### config.mk
export PLATFORM = sky130hd
export DESIGN_NAME = latch_ctr_sequencer
export DESIGN_NICKNAME = d
export VERILOG_FILES = /design/src/rtl/latch_ctr_pkg.sv /design/src/rtl/latch_ctr_sequencer_phase_timer.sv /design/src/rtl/latch_ctr_sequencer.sv
export SDC_FILE = /design/constraint.sdc
export NUM_CORES = 1
export LEC_CHECK = 0
export BUFFER_PORTS_ARGS = -buffer_cell sky130_fd_sc_hd__clkbuf_2
export CAP_MARGIN = 20
export CORE_UTILIZATION = 53
export CTS_CLUSTER_DIAMETER = 200
export DETAILED_ROUTE_END_ITERATION = 8
export PLACE_DENSITY = 0.78
export SETUP_SLACK_MARGIN = 0.4
export SYNTH_ARGS = -nofsm -noshare
export SYNTH_HDL_FRONTEND = slang
export SYNTH_SLANG_ARGS = --single-unit
### constraint.sdc
create_clock -name clk -period 2.32 [get_ports clk]
set_clock_uncertainty 0.1 [all_clocks]
set_input_delay 0.348 -clock clk [delete_from_list [all_inputs] [get_ports clk]]
set_output_delay 0.348 -clock clk [all_outputs]
set_load 0.005 [all_outputs]
### src/rtl/latch_ctr_pkg.sv
// latch_ctr_pkg: shared states, mode codes and next-value helper for the latch counter sequencer
package latch_ctr_pkg;
  localparam int MAX_WIDTH = 32;
  typedef enum logic [2:0] {IDLE, SETUP, M_EN, GAP_A, S_EN, GAP_B, DONE} state_t;
  localparam logic [1:0] MODE_HOLD = 2'b00;
  localparam logic [1:0] MODE_UP   = 2'b01;
  localparam logic [1:0] MODE_DOWN = 2'b10;
  localparam logic [1:0] MODE_LOAD = 2'b11;
  typedef struct packed {
    logic                 wrap;
    logic [MAX_WIDTH-1:0] val;
  } nxt_t;
  // Operands are zero-extended to MAX_WIDTH; width selects the live low bits.
  function automatic nxt_t next_value(input logic [1:0] mode, input logic [MAX_WIDTH-1:0] q,
                                      input logic [MAX_WIDTH-1:0] ld, input int width);
    logic [MAX_WIDTH-1:0] mask;
    nxt_t r;
    mask = {MAX_WIDTH{1'b1}} >> (MAX_WIDTH - width);
    r.val = mode == MODE_UP ? (q + 1'b1) & mask :
            mode == MODE_DOWN ? (q - 1'b1) & mask :
            mode == MODE_LOAD ? ld & mask : q & mask;
    r.wrap = (mode == MODE_UP && (q & mask) == mask) || (mode == MODE_DOWN && (q & mask) == '0);
    return r;
  endfunction
endpackage

### src/rtl/latch_ctr_sequencer_phase_timer.sv
// phase_timer: loadable down-counter, tc marks the last cycle of a loaded duration
module phase_timer #(
  parameter int W = 2
) (
  input  logic         clk,
  input  logic         rst,
  input  logic         load,
  input  logic [W-1:0] load_val,
  output logic         tc
);
  logic [W-1:0] cnt;
  always_ff @(posedge clk) begin
    if (rst) cnt <= '0;
    else if (load) cnt <= load_val;
    else if (cnt != '0) cnt <= cnt - 1'b1;
  end
  assign tc = cnt == W'(1);
endmodule

### src/rtl/latch_ctr_sequencer.sv
// latch_ctr_sequencer: drives master/slave latch banks with non-overlapping enables to form a counter register
module latch_ctr_sequencer
  import latch_ctr_pkg::*;
#(
  parameter int WIDTH = 4,
  parameter int PULSE = 2,
  parameter int GAP   = 1
) (
  input  logic             clk,
  input  logic             rst,
  input  logic             req,
  input  logic [1:0]       mode,
  input  logic [WIDTH-1:0] load_val,
  input  logic [WIDTH-1:0] q_in,
  output logic [WIDTH-1:0] m_d,
  output logic             m_e,
  output logic             s_e,
  output logic             busy,
  output logic             ack,
  output logic [WIDTH-1:0] count,
  output logic             wrap
);
  localparam int TMAX = PULSE > GAP ? PULSE : GAP;
  localparam int TW = $clog2(TMAX + 1);
  if (PULSE < 1 || GAP < 1 || WIDTH < 1 || WIDTH > MAX_WIDTH) begin : g_bad_params
    $error("latch_ctr_sequencer: PULSE and GAP must be >= 1, WIDTH in 1..MAX_WIDTH");
  end
  state_t state, nstate;
  nxt_t nv;
  logic [WIDTH-1:0] nxt, nxt_r;
  logic wrap_r, accept, tc, t_load;
  logic [TW-1:0] dur;
  assign nv = next_value(mode, MAX_WIDTH'(q_in), MAX_WIDTH'(load_val), WIDTH);
  assign nxt = nv.val[WIDTH-1:0];
  if (WIDTH < MAX_WIDTH) begin : g_hi
    logic unused_hi;
    assign unused_hi = ^nv.val[MAX_WIDTH-1:WIDTH];
  end
  assign accept = state == IDLE && req;
  always_comb begin
    nstate = state;
    case (state)
      IDLE:    nstate = req ? (mode == MODE_HOLD ? DONE : SETUP) : IDLE;
      SETUP:   nstate = M_EN;
      M_EN:    nstate = tc ? GAP_A : M_EN;
      GAP_A:   nstate = tc ? S_EN : GAP_A;
      S_EN:    nstate = tc ? GAP_B : S_EN;
      GAP_B:   nstate = tc ? DONE : GAP_B;
      DONE:    nstate = IDLE;
      default: nstate = IDLE;
    endcase
  end
  // Timer reloads on entry to every timed phase so its terminal count ends that phase.
  assign t_load = nstate != state && nstate inside {M_EN, GAP_A, S_EN, GAP_B};
  assign dur = (nstate == M_EN || nstate == S_EN) ? TW'(PULSE) : TW'(GAP);
  phase_timer #(.W(TW)) u_timer (
    .clk(clk),
    .rst(rst),
    .load(t_load),
    .load_val(dur),
    .tc(tc)
  );
  always_ff @(posedge clk) begin
    if (rst) begin
      state  <= IDLE;
      m_d    <= '0;
      m_e    <= 1'b0;
      s_e    <= 1'b0;
      busy   <= 1'b0;
      ack    <= 1'b0;
      count  <= '0;
      wrap   <= 1'b0;
      nxt_r  <= '0;
      wrap_r <= 1'b0;
    end else begin
      state <= nstate;
      m_e   <= nstate == M_EN;
      s_e   <= nstate == S_EN;
      busy  <= nstate != IDLE;
      ack   <= nstate == DONE;
      wrap  <= nstate == DONE && (accept ? nv.wrap : wrap_r);
      if (accept) begin
        nxt_r  <= nxt;
        wrap_r <= nv.wrap;
      end
      if (accept && mode != MODE_HOLD) m_d <= nxt;
      if (nstate == DONE) count <= accept ? nxt : nxt_r;
    end
  end
endmodule

==> flow_metrics.tcl, run 1 <==
set metrics [dict create \
    num_io_pins 26 \
    clk-insertion-delay-late_ns 0.32 \
    drt_iter0_markers 46 \
    rows 17 \
    synth_warnings 0 \
    synth_top_area_share 0.3654 \
    path_class "flop to flop" \
    syn-cell-area_um2 1260 \
    track_usage 0.2367 \
    grt_setup_unrepaired "yes" \
    multi_input_area_um2 726.9 \
    clkTransAtPathRegs_ns 0.14 \
    holdCritPathClass "input port to flop" \
    nets 201 \
    drv_slew 0 \
    hold_violations 0 \
    die-area_um2 2576 \
    grtUsageMet2 0.3689 \
    ys_types 39 \
    synth.largest_area_cell "dfxtp_1" \
    cts_tree "yes" \
    synth_area_leaders "dfxtp_1 (37%), ha_1 (5.0%), a21oi_1 (4.8%)" \
    wire_per_inst_um 13.72 \
    antennaDiodeCount 0 \
    ys_ff_latch 23 \
    period_share 0.7856 \
    drc 0 \
    hpwlAfterDp_um 1964 \
    syn_to_final_growth_pct 20.16 \
    grt_pass1_vias 1020 \
    initial_core_util 0.5641 \
    drt-total-wl_um 2881 \
    cp_max_fo 7 \
    coreArea_um2 2233 \
    peakVddDrop_mv 0.5338 \
    vias_per_cell 5.819 \
    clock_sinks 23 \
    cts_made_buffers 3 \
    antenna_found_initial 0 \
    max_freq_mhz 548.7 \
    ant_nets 0 \
    max-slew-margin-rel 0.7181 \
    h-tree-depth 1 \
    overflow 0 \
    synthArstFlopShare 0 \
    clk_path_buf_depth 2 \
    synth_cells 153 \
    synth_ff_type "dfxtp_1" \
    period_minus_slack_ns 1.823 \
    seq_area_frac_synth 0.3654 \
    use_met1 0.3210 \
    drive_gt1_frac 0.2527 \
    nFillCells 194 \
    synth_edf_count 0 \
    placed_area_um2 1386 \
    synth_nets 171 \
    power_per_cell_area_nw_per_um2 774.6 \
    vias 1222 \
    grt_max_degree 22 \
    worst_pin_slew_ns 0.4228 \
    power.leakage_nw 0.6466 \
    status "finished, final reports clean" \
    gp_congestion 0.8359 \
    seqCellArea_um2 471.7 \
    clockRootBuffer "clkbuf_4" \
    die_h_um 50.76 \
    finalSetupViolations 0 \
    grtUsageMet3 0.04545 \
    drt_pass1_iterations 4 \
    final_area_um2 1514 \
    critical_path.endpoint_type "flop" \
    avgSynthCellArea_um2 8.235 \
    cp.arrival_ns 1.95 \
    cap_viol_max_count 0 \
    cp.required_ns 2.45 \
    critPathLaunchType "flop" \
    io_buffers 25 \
    setup_tns_ns 0 \
    grt-busiest-layer "met2" \
    grt_first_pass_wirelength_um 4512 \
    die_w_um 50.76 \
    total_power_mw 1.173 \
]
power breakdown:
part | total, mW | switching (mW) | leakage [nW] | internal (mW)
Clock | 0.194 | 0.128 | 0.0139 | 0.0658
Sequential | 0.498 | 0.0402 | 0.191 | 0.458
Combinational | 0.481 | 0.260 | 0.442 | 0.220
Total | 1.17 | 0.429 | 0.647 | 0.744
timing repair:
action / 4_1_cts / 5_1_grt
pin swaps: 1 / 1
hold buffers: 0 / 0
endpoints found under the setup margin: 4 / 6
resized for setup: 1 / 8
setup buffers: 2 / 7
area by class of cell:
type                       instances  area share
clock buffer                       3     0.01488
clock inverter                     1    0.004959
inverter                          10     0.02479
multi-input combinational        110      0.4802
sequential                        23      0.3116
tap                               28     0.02314
timing repair buffer              35      0.1405
state kept, by name (all words and copies together) (netlist names), 2 cells and up:
signal	count
count	4
u_timer.cnt	2
m_d	4
state	3
nxt_r	4
through the flow:
stage / hold WS (ns) / util / cells / worst slack, ns
2_1_floorplan: 0.3277 / - / 153 / 0.6394
3_3_place_gp: 0.3563 / 0.6207 / 197 / 0.4173
3_5_place_dp: 0.3661 / 0.6207 / 197 / 0.3302
4_1_cts: 0.2953 / 0.6426 / 203 / 0.3990
5_1_grt: 0.3305 / 0.6779 / 210 / 0.3789
6_report: 0.2853 / 0.6779 / 210 / 0.4973
cell usage after synthesis (2+ instances only):
library cell and number:
o41ai_1 2, nand2_1 10, buf_2 3, xor2_1 2, a211oi_1 5, nand4b_1 2, clkbuf_1 7, o211ai_1 3
nor3b_1 2, and2_1 3, nor2_1 16, a311oi_1 2, inv_1 10, a31oi_1 3, a221oi_1 2, nor3_1 7
a21oi_1 12, dfxtp_1 23, nand2b_1 2, mux2i_1 2, ha_1 5, nor2b_1 3, o21ai_0 6, nand4_1 3
nand3_1 4
layout by cell type (no fill, tap or decap), types with 2 or more instances in the layout:
cell type  Yosys  final
clkbuf_2       0     25
dfxtp_1       23     20
nor2_1        16     16
a21oi_1       12     12
inv_1         10     10
nand2_1       10     10
buf_4          0      9
nor3_1         7      7
o21ai_0        6      6
a211oi_1       5      5
nand3_1        4      4
ha_1           5      4
nor2b_1        3      3
nand4_1        3      3
o211ai_1       3      3
and2_1         3      3
a31oi_1        3      3
clkbuf_4       0      3
dfxtp_4        0      3
mux2i_1        2      2
nor3b_1        2      2
nand2b_1       2      2
nand4b_1       2      2
a311oi_1       2      2
o41ai_1        2      2
a221oi_1       2      2
xor2_1         2      2
worst max-delay path, stage by stage, from the launching register on:
cell      delay, ns
dfxtp_4        0.39
or4b_4         0.60
o31ai_4        0.34
nor2_1         0.07
a211oi_1       0.23
layer usage:
layer  wire, µm  vias up  part of all wire
met5          0        -                 0
met1       1306      563              0.45
met2       1365       40              0.47
met4         38        0             0.013
met3        171        4             0.059
li1           -      615                 -
cell families after synthesis:
kind of cell               synth area share
adders and majority gates           0.04965
muxes                               0.01589
buffers and inverters               0.06257
xor gates and xnor gates            0.02086
DFF                                  0.3654
AOI/OAI and AO/OA                    0.2473
and+or+nand+nor                      0.2383
path summary, 6_finish.rpt:
check / to / startpoint / slack (ns) / cells after the start
worst min-delay path: busy$_SDFF_PP0_ / req / 0.29 / 3
worst max register to register: count[0]$_SDFFE_PP0P_ / state[0]$_SDFF_PP0_ / 0.50 / 4
worst max-delay path: count[0]$_SDFFE_PP0P_ / state[0]$_SDFF_PP0_ / 0.50 / 4
worst min register to register: count[1]$_SDFFE_PP0P_ / count[1]$_SDFFE_PP0P_ / 0.39 / 2
(Power assumes the default switching activity.)
==> run 2, diff against run 1 <==
--- a/config.mk
+++ b/config.mk
@@ -7,10 +7,10 @@
 export LEC_CHECK = 0
 export BUFFER_PORTS_ARGS = -buffer_cell sky130_fd_sc_hd__clkbuf_2
 export CAP_MARGIN = 20
-export CORE_UTILIZATION = 53
+export CORE_UTILIZATION = 48
 export CTS_CLUSTER_DIAMETER = 200
 export DETAILED_ROUTE_END_ITERATION = 8
-export PLACE_DENSITY = 0.78
+export PLACE_DENSITY = 0.74
 export SETUP_SLACK_MARGIN = 0.4
 export SYNTH_ARGS = -nofsm -noshare
 export SYNTH_HDL_FRONTEND = slang
==> constraint.sdc (replaced) <==
create_clock -name clk -period 1.58 [get_ports clk]
set_clock_uncertainty 0.1 [all_clocks]
set_input_delay 0.237 -clock clk [delete_from_list [all_inputs] [get_ports clk]]
set_output_delay 0.237 -clock clk [all_outputs]
set_load 0.005 [all_outputs]
==> flow_metrics.tcl, run 2 (synthesis results as in run 1) <==
set metrics [dict create \
    num_io_pins 26 \
    syn_to_final_growth_pct 50.45 \
    cts_made_buffers 3 \
    timing.final.ws_setup_ns -0.1434 \
    io_buffers 25 \
    mostFrequentLayoutCell "clkbuf_2" \
    max-slew-margin-rel 0.6421 \
    top_regs "count (4), m_d (4), nxt_r (4)" \
    utilization 0.7652 \
    pre_cts_ws_ns -0.2058 \
    grt_max_degree 15 \
    dpl.cell_count 218 \
    clockRootBuffer "clkbuf_4" \
    clk-insertion-delay-late_ns 0.32 \
    gp_congestion 0.8465 \
    critPathLaunchType "flop" \
    peakVddDrop_mv 0.9128 \
    hold_ws_ns 0.1995 \
    path_class "flop to flop" \
    period_share 1.091 \
    period_minus_slack_ns 1.723 \
    nets 221 \
    grt_pass1_vias 1250 \
    overflow 0 \
    initial_core_util 0.5086 \
    cap_viol_max_count 0 \
    cts_tree "yes" \
    h-tree-depth 1 \
    antenna_found_initial 0 \
    hold_violations 0 \
    worst_pin_slew_ns 0.5368 \
    setup_tns_ns -0.7927 \
    holdCritPathClass "input port to flop" \
    power.leakage_nw 0.8014 \
    die_w_um 53.24 \
    die_h_um 53.24 \
    hold_buffers 0 \
    clkTransAtPathRegs_ns 0.14 \
    cp_top_family "simple AND/OR/NAND/NOR gates" \
    grt_setup_unrepaired "yes" \
    path_cells "or4b_4 -> a21oi_2 -> o211ai_1 -> a311oi_1" \
    drt_iter0_markers 40 \
    cp_max_fo 6 \
    max_stage_delay_ns 0.61 \
    status "finished with violations" \
    critical_path.endpoint_type "flop" \
    drt_pass1_iterations 5 \
    reg2regPathDepth 4 \
    hpwlAfterDp_um 2266 \
    grt_first_pass_wirelength_um 5589 \
    antennaDiodeCount 0 \
    finalSetupViolations 12 \
    clk_path_buf_depth 2 \
    vias_per_cell 5.953 \
    max_freq_mhz 580.2 \
    die-area_um2 2834 \
    wire_per_inst_um 16.75 \
    rows 18 \
    cp_slowest_cell "or4b_4" \
    critPathBufInv 0 \
    violations "negative setup slack" \
    crit_cells 4 \
    drt-total-wl_um 3887 \
    final_cell_mix "clkbuf_2 (25), buf_4 (20), dfxtp_1 (17)" \
    cp.arrival_ns 1.87 \
    drive_gt1_frac 0.4851 \
    ant_nets 0 \
    drc 0 \
    power_per_cell_area_nw_per_um2 1163 \
    drv_slew 0 \
    track_usage 0.2802 \
    cp.required_ns 1.72 \
    final_cells 232 \
    clock_sinks 23 \
    coreArea_um2 2477 \
    min_path_cells 2 \
    vias 1381 \
]
-- run 2: power by group --
group / total [mW] / leakage, nW / internal [mW] / switching, mW
combinational: 1.19 / 0.593 / 0.562 / 0.626
sequential: 0.730 / 0.191 / 0.678 / 0.0520
clock: 0.287 / 0.0177 / 0.0950 / 0.192
total: 2.20 / 0.801 / 1.33 / 0.870
-- run 2: final cells by class --
class	instances	area, µm²
clock buffer	3	22.52
fill	179	581.8
sequential	23	467.9
timing repair buffer	55	395.4
clock inverter	1	5.005
tap	30	37.54
multi-input combinational	110	929.6
inverter	10	37.54
-- run 2: routing by layer --
layer,vias up,part of all wire,wire length [µm],track usage
met5,-,0,0,0
met4,0,0.034,131,0.1316
met3,15,0.047,183,0.04885
met2,59,0.51,1967,0.4813
met1,651,0.41,1604,0.3316
li1,656,-,-,-
-- run 2: worst paths after layout --
path	slack, ns	startpoint	endpoint
hold reg to reg	0.39	count[2]$_SDFFE_PP0P_	count[2]$_SDFFE_PP0P_
setup reg to reg	-0.14	state[0]$_SDFF_PP0_	count[3]$_SDFFE_PP0P_
setup / recovery	-0.14	state[0]$_SDFF_PP0_	count[3]$_SDFFE_PP0P_
hold / removal	0.20	rst	nxt_r[0]$_SDFF_PP0_
-- run 2: per-stage QoR --
| stage | area (µm²) | total power, mW |
|---|---|---|
| floorplan | 1341 | 1.329 |
| global placement | 1577 | 1.476 |
| detailed placement | 1577 | 1.515 |
| CTS | 1809 | 1.997 |
| global route | 1896 | 2.337 |
| finish | 1896 | 2.205 |
-- run 2: worst register-to-register path, stage by stage, from the launching register on --
cell and delay (ns):
dfxtp_2 0.36, or4b_4 0.61, a21oi_2 0.15, o211ai_1 0.13, a311oi_1 0.30
-- run 2: timing repair --
action	CTS	global route
gates resized for setup	30	17
endpoints found under the setup margin	22	27
pin swaps	19	8
setup buffers	8	1
cloned	1	0
==> run 3, diff against run 2 <==
--- a/config.mk
+++ b/config.mk
@@ -7,6 +7,7 @@
 export LEC_CHECK = 0
 export BUFFER_PORTS_ARGS = -buffer_cell sky130_fd_sc_hd__clkbuf_2
 export CAP_MARGIN = 20
+export CORE_MARGIN = 1.5
 export CORE_UTILIZATION = 48
 export CTS_CLUSTER_DIAMETER = 200
 export DETAILED_ROUTE_END_ITERATION = 8
==> flow_metrics.tcl, run 3 (synthesis results as in run 1) <==
set metrics [dict create \
    drt-total-wl_um 3649 \
    cp_max_fo 6 \
    final_cell_mix "buf_4 (28), clkbuf_2 (24), nor2_1 (14)" \
    h-tree-depth 1 \
    final_cells 234 \
    seqCellArea_um2 479.2 \
    placed_area_um2 1607 \
    drive_gt1_frac 0.4804 \
    drt_pass1_iterations 4 \
    critPathLaunchType "flop" \
    dpl.cell_count 222 \
    grt_first_pass_wirelength_um 5575 \
    total_power_mw 2.322 \
    antenna_found_initial 0 \
    hold_buffers 0 \
    cp.required_ns 1.74 \
    power.leakage_nw 0.7756 \
    clock_sinks 23 \
    final_area_um2 1832 \
    antennaDiodeCount 0 \
    setup_tns_ns -0.3786 \
    cts_tree "yes" \
    peakVddDrop_mv 1.306 \
    drt_iter0_markers 44 \
    nFillCells 185 \
    multi_input_area_um2 860.8 \
    period_minus_slack_ns 1.691 \
    grt_setup_unrepaired "yes" \
    max_freq_mhz 591.3 \
    clockRootBuffer "clkbuf_4" \
    hold_violations 0 \
    grt_pass1_vias 1269 \
    clk-insertion-delay-late_ns 0.35 \
    finalSetupViolations 9 \
    grt_max_degree 15 \
    syn_to_final_growth_pct 45.38 \
    period_share 1.070 \
    cap_viol_max_count 0 \
    critical_path.endpoint_type "flop" \
    overflow 0 \
    gp_congestion 0.8523 \
    drv_slew 0 \
    drc 0 \
    clk_path_buf_depth 2 \
    status "finished with violations" \
    cp.arrival_ns 1.85 \
    die_w_um 54.24 \
    clkTransAtPathRegs_ns 0.14 \
    die_h_um 54.24 \
    cts_made_buffers 3 \
    ant_nets 0 \
    nets 223 \
    violations "negative setup slack" \
    wire_per_inst_um 15.59 \
    num_io_pins 26 \
    holdCritPathClass "input port to flop" \
    timing.final.ws_setup_ns -0.1112 \
    pre_cts_ws_ns -0.2105 \
    initial_core_util 0.5086 \
    mostFrequentLayoutCell "buf_4" \
    max-slew-margin-rel 0.6117 \
    hpwlAfterDp_um 2330 \
    track_usage 0.2671 \
    path_class "flop to flop" \
    vias_per_cell 5.915 \
    power_per_cell_area_nw_per_um2 1268 \
    top_regs "count (4), m_d (4), nxt_r (4)" \
    worst_pin_slew_ns 0.5824 \
    die-area_um2 2941 \
    coreArea_um2 2477 \
    vias 1384 \
    rows 18 \
    io_buffers 25 \
]
-- run 3: cell types whose count changed in the layout (fill, tap and decap cells not counted), sizes merged --
cell,change
buf,+3
clkbuf,-1
-- run 3: layer usage --
metal | part of all wire | up-vias | global-route usage | wire (µm)
li1 | - | 660 | - | -
met1 | 0.43 | 676 | 0.3413 | 1582
met2 | 0.49 | 41 | 0.4277 | 1803
met3 | 0.053 | 7 | 0.06284 | 193
met4 | 0.019 | 0 | 0.1167 | 69
met5 | 0 | - | 0 | 0
-- run 3: final timing paths --
check,cells past startpoint,slack (ns),end,start
max,4,-0.11,count[3]$_SDFFE_PP0P_,state[0]$_SDFF_PP0_
min,2,0.14,nxt_r[0]$_SDFF_PP0_,rst
max reg2reg,4,-0.11,count[3]$_SDFFE_PP0P_,state[0]$_SDFF_PP0_
min reg2reg,2,0.39,count[0]$_SDFFE_PP0P_,count[0]$_SDFFE_PP0P_
-- run 3: power breakdown --
part	leakage, nW	internal [mW]	switching, mW	total [mW]
logic	0.564	0.635	0.637	1.27
registers	0.194	0.686	0.0566	0.743
clock network	0.0177	0.0957	0.211	0.306
-- run 3: repair_timing --
action,CTS,global route
setup endpoints to repair,23,31
cloned,0,0
resized for setup,18,18
pin swaps,13,6
buffers inserted,6,2
-- run 3: layout make-up --
| class | count | share of cell area |
|---|---|---|
| Inverter | 10 | 0.02186 |
| Clock buffer | 3 | 0.01230 |
| Multi-Input combinational cell | 110 | 0.4699 |
| Sequential cell | 23 | 0.2616 |
| Clock inverter | 1 | 0.002732 |
| Tap cell | 30 | 0.02049 |
| Timing Repair Buffer | 57 | 0.2111 |
-- run 3: through the flow --
stage | utilization | hold WS [ns]
6_report | 0.7394 | 0.1420
5_1_grt | 0.7394 | 0.1659
4_1_cts | 0.7091 | 0.1445
3_5_place_dp | 0.6485 | 0.3667
3_3_place_gp | 0.6485 | 0.3542
2_1_floorplan | - | 0.2225
-- run 3: worst max-delay path, cell delays in order, from the launching register on --
cell and delay [ns]:
dfxtp_2 0.34, or4b_4 0.60, a21oi_2 0.17, o211ai_1 0.15
a311oi_1 0.25
